**src/rtl/bus_pkg.sv**
```systemverilog
// Shared bus-environment definitions: default sizes, packet type and destination-field layout.
// The checker and scoreboard use the same definitions.
package bus_pkg;

  localparam int PCKG_SZ_DEF    = 16;
  localparam int DRVS_DEF       = 8;
  localparam int FIFO_DEPTH_DEF = 8;

  typedef logic [PCKG_SZ_DEF-1:0] pkt_t;

  // Destination terminal ID occupies the top byte of a packet.
  localparam int          ID_MSB   = PCKG_SZ_DEF - 1;
  localparam int          ID_LSB   = PCKG_SZ_DEF - 8;
  localparam logic [7:0]  BCAST_ID = 8'hFF;

  function automatic logic [7:0] pkt_dest(input pkt_t p);
    return p[ID_MSB:ID_LSB];
  endfunction

  function automatic logic pkt_is_bcast(input pkt_t p);
    return pkt_dest(p) == BCAST_ID;
  endfunction

endpackage

```
**src/rtl/bus_term_fifo.sv**
```systemverilog
// Per-terminal show-ahead transmit FIFO feeding the bus arbiter.
// The head entry is presented on D_pop whenever pndng is high; the arbiter consumes it with pop.
module bus_term_fifo
  import bus_pkg::*;
#(
  parameter int width = PCKG_SZ_DEF,
  parameter int depth = FIFO_DEPTH_DEF,
  localparam int CNT_W = $clog2(depth + 1),
  localparam int PTR_W = (depth > 1) ? $clog2(depth) : 1
) (
  input  logic             clk,
  input  logic             reset,
  input  logic             push,
  input  logic [width-1:0] D_in,
  output logic             full,
  output logic             pndng,
  input  logic             pop,
  output logic [width-1:0] D_pop,
  output logic [CNT_W-1:0] count,
  output logic             overflow,
  output logic             underflow,
  input  logic             err_clr
);

  logic [width-1:0] r_mem [depth];
  logic [PTR_W-1:0] r_rd_ptr;
  logic [PTR_W-1:0] r_wr_ptr;
  logic [CNT_W-1:0] r_count;
  logic             r_overflow;
  logic             r_underflow;

  logic             w_full;
  logic             w_pndng;
  logic             w_pop_ok;
  logic             w_push_ok;
  logic             w_ovf_evt;
  logic             w_udf_evt;

  // Explicit wrap so non-power-of-two depths work.
  function automatic logic [PTR_W-1:0] f_ptr_inc(input logic [PTR_W-1:0] p);
    return (p == PTR_W'(depth - 1)) ? '0 : p + PTR_W'(1);
  endfunction

  assign w_full    = (r_count == CNT_W'(depth));
  assign w_pndng   = (r_count != '0);
  assign w_pop_ok  = pop & w_pndng;
  assign w_push_ok = push & (~w_full | w_pop_ok);
  assign w_ovf_evt = push & ~w_push_ok;
  assign w_udf_evt = pop & ~w_pndng;

  always_ff @(posedge clk) begin
    if (w_push_ok) begin
      r_mem[r_wr_ptr] <= D_in;
    end
  end

  always_ff @(posedge clk or posedge reset) begin
    if (reset) begin
      r_rd_ptr <= '0;
      r_wr_ptr <= '0;
      r_count  <= '0;
    end else begin
      if (w_push_ok) begin
        r_wr_ptr <= f_ptr_inc(r_wr_ptr);
      end
      if (w_pop_ok) begin
        r_rd_ptr <= f_ptr_inc(r_rd_ptr);
      end
      case ({w_push_ok, w_pop_ok})
        2'b10:   r_count <= r_count + CNT_W'(1);
        2'b01:   r_count <= r_count - CNT_W'(1);
        default: r_count <= r_count;
      endcase
    end
  end

  // A fresh error in the clearing cycle must survive the clear.
  always_ff @(posedge clk or posedge reset) begin
    if (reset) begin
      r_overflow  <= 1'b0;
      r_underflow <= 1'b0;
    end else begin
      r_overflow  <= (r_overflow  & ~err_clr) | w_ovf_evt;
      r_underflow <= (r_underflow & ~err_clr) | w_udf_evt;
    end
  end

  assign full      = w_full;
  assign pndng     = w_pndng;
  assign count     = r_count;
  assign overflow  = r_overflow;
  assign underflow = r_underflow;
  // Gated so stale storage never shows through after reset.
  assign D_pop     = w_pndng ? r_mem[r_rd_ptr] : '0;

endmodule
```
**config.mk**
```make
export PLATFORM = sky130hd
export DESIGN_NAME = bus_term_fifo
export DESIGN_NICKNAME = d
export VERILOG_FILES = /design/src/rtl/bus_pkg.sv /design/src/rtl/bus_term_fifo.sv
export SDC_FILE = /design/constraint.sdc
export NUM_CORES = 1
export LEC_CHECK = 0
export ABC_AREA = 0
export CAP_MARGIN = 20
export CORE_MARGIN = 4
export CORE_UTILIZATION = 40
export CTS_BUF_LIST = sky130_fd_sc_hd__clkbuf_16
export CTS_CLUSTER_SIZE = 24
export DETAILED_ROUTE_END_ITERATION = 6
export HOLD_SLACK_MARGIN = 0.02
export PLACE_DENSITY = 0.59
export SLEW_MARGIN = 20
export SYNTH_ARGS = -nofsm -noshare
export SYNTH_HDL_FRONTEND = slang
export SYNTH_SLANG_ARGS = --single-unit
```
**constraint.sdc**
```tcl
create_clock -name clk -period 4.8 [get_ports clk]
set_input_delay 0.96 -clock clk [delete_from_list [all_inputs] [get_ports clk]]
set_output_delay 0.96 -clock clk [all_outputs]
set_load 0.005 [all_outputs]
```
==> metrics.md <==
| Metric | Value |
|---|---|
| Clock buffer count from CTS | 17 |
| Run status | complete, no violations |
| Period Utilization, post-route | 0.7548 |
| CORE AREA | 13,880 sq um |
| Gr busiest metal | met2 |
| Clk slew on worst S/H paths | 60 ps |
| Ys Warns | 0 |
| P&R area growth vs syn | 21.82% |
| CP Capture Type | primary output |
| M3 GR Usage | 0.04716 |
| Synthesized net count | 316 |
| Global-route wire length before repair | 16,820 um |
| Vias per cell | 5.153 |
| Antenna-violating nets left | 0 |
| Global Route met1 Usage | 0.1943 |
| RSZ-0062 raised after global routing | false |
| Worst Hold Class | flop to flop |
| P_leak | 2.380 nW |
| Max IR drop VDD | 0.0002859 V |
| Post-synth top area share | 0.6805 |
| Drt first-iter violations | 163 |
| Gpl congestion | 0.6832 |
| Final Cell Area | 6880 sq um |
| Pre-CTS WS | 1345 ps |
| Drc violations | 0 |
| Port bufs | 44 |
| Ys flop type | edfxtp_1 |
| Cell Rows | 43 |
| Initial core utilization | 0.4069 |
| GR Layer Usage met2 | 0.2123 |
| TNS Setup | 0 ps |
| Min cycle time layout | 3623 ps |
| CTS tree | done |
| Post-CTS setup buffers | 0 |
| Die area | 16,080 sq um |
| Post-synth EDFFs | 128 |
| Commonest cells post-synth | 128 x edfxtp_1, 32 x mux4_2, 26 x nor2_1 |
| HPWL after detailed placement | 6510 um |
| Congestion Overflow GR | 0 |
| N_diodes | 0 |
| Non-filler cells, final | 541 |
| Reg2Reg Setup Slack | 1840 ps |
| Largest net degree at the start of global routing | 23 |
| Max_cap viols | 0 |
| Clock root buffer | clkbuf_16 |
| WL final | 10,540 um |
| Synthesized area per cell | 19.61 sq um |
| FF+latch count, synth | 140 |
| Worst-margin pin slew | 799.2 ps |
| Clock Skews | 5.745 ps |
| Clock buffer depth | 2 |
| Final Hold Fails | 0 |
| Worst Setup Start Kind | flop |
| Netlist area before placement | 5648 sq um |
| Antenna violations before repair | 0 |
| Power Total | 4.156 mW |
| Vias | 2,788 |
| Worst setup margin | 1177 ps |
| Clock sink total | 140 |
| Syn Inst Count | 288 |
| Die height | 126.8 um |
| Post-CTS resize count | 0 |
| CP arrival | 2660 ps |
| Cells after DPL | 510 |
| Top-level I/O count | 45 |
| DP Area | 6366 sq um |
| Critical Setup Path Class | flop to primary output |
| DIE WIDTH | 126.8 um |
| Post-CTS Hold Buffers | 0 |
| Most common cell in the netlist | edfxtp_1 |
| Number of distinct library cells after synthesis | 32 |
| Maximum clock rate | 0.2760 GHz |
| Slew headroom | 0.4672 |
| DRT Pass-1 Iters | 4 |
| Top cell type by total area after synthesis | edfxtp_1 |
| Crit Path Max Fanout | 22 |
| Share of layout cells above drive strength 1 | 0.2216 |
| Critical Path RT | 3840 ps |
| Vias in the first global route | 2,919 |
| Power Dens Cells | 604.1 nW/um^2 |
| Worst-Skew Late Latency | 410 ps |
| Post-DR wirelength/cell | 19.48 um |
| Final setup vio count | 0 |
| # fillers | 1,189 |
| Gr usage total | 0.1421 |
| H-tree level count | 4 |
| Async SR Flop Fraction | 0.08571 |
| Final Slew Violations | 0 |
| Final nets | 377 |
| Synth top area cells | edfxtp_1 68%, mux4_2 13%, dfrtp_1 5.3%, mux2i_1 3.2%, nor2_1 1.7% |
| Register area share after synthesis | 0.7337 |
## area by class of cell
class | instances | area, sq um | area share
repair buffers | 56 | 543.0 | 0.07892
clock inverters | 14 | 88.84 | 0.01291
flip-flops and latches | 140 | 4145 | 0.6025
clock buffers | 17 | 425.4 | 0.06183
well taps | 180 | 225.2 | 0.03273
inverters | 8 | 30.03 | 0.004364
multi-input cells | 126 | 1423 | 0.2068
## critical path: stages (launching register included)
cell	delay, ps
dfrtp_1	710
buf_4	430
mux4_2	360
mux2i_1	210
nor2_1	60
clkdlybuf4s50_1	450
## flip-flops by register name (all words and copies together), names as in the netlist
register   count
count          4
overflow       1
r_mem        128
r_rd_ptr       3
r_wr_ptr       3
underflow      1
## layer usage
metal | routed length, um | vias to the layer above
li1 | - | 1264
met1 | 4899 | 1443
met2 | 5023 | 67
met3 | 470 | 14
met4 | 147 | 0
met5 | 0 | -
## placed cells by master (no fill, tap or decap), types with 2 or more instances in the layout
cell / instances
a21o_1: 2
buf_4: 11
clkbuf_16: 17
clkdlybuf4s50_1: 44
clkinv_1: 5
clkinv_2: 5
dfrtp_1: 11
edfxtp_1: 128
ha_1: 6
inv_1: 10
mux2_2: 2
mux2i_1: 18
mux4_2: 32
nand2_1: 6
nand2b_1: 6
nor2_1: 26
nor3_1: 2
nor3_2: 2
o21ai_0: 6
or2_2: 2
xnor2_1: 2
## logic make-up after synthesis
family                   count (synthesis)  share of synthesized area
AND/OR/NAND/NOR                         50                    0.04409
buffers and inverters                   22                    0.01617
XOR/XNOR                                 3                   0.004653
AO/OA/AOI/OAI                           13                    0.01839
multiplexers                            53                     0.1661
flip-flops                             140                     0.7337
adder cells (fa/ha/maj)                  7                    0.01684
## worst paths after layout
path,startpoint,cells after the start,to
max,r_rd_ptr[1],5,D_pop[3]
min,r_wr_ptr[0],2,r_wr_ptr[0]
max reg2reg,count[0],11,count[3]
min reg2reg,r_wr_ptr[0],2,r_wr_ptr[0]
max in group asynchronous,reset,2,r_rd_ptr[0]
min in group asynchronous,reset,2,count[1]
## where the power goes
part           internal, mW  total, mW  leakage (nW)  switching (mW)
Combinational         0.756       1.30         0.810           0.545
Clock                 0.688       1.13         0.262           0.447
Sequential             1.54       1.72          1.31           0.178
Total                  2.99       4.16          2.38            1.17
## through the flow
step	utilization	hold slack [ps]
floorplan	-	476.6
global placement	0.4586	499.7
detailed placement	0.4586	512.8
CTS	0.4957	527.5
global route	0.4957	544.3
finish	0.4957	531.6
No activity file was read; power rests on OpenSTA's default activity.
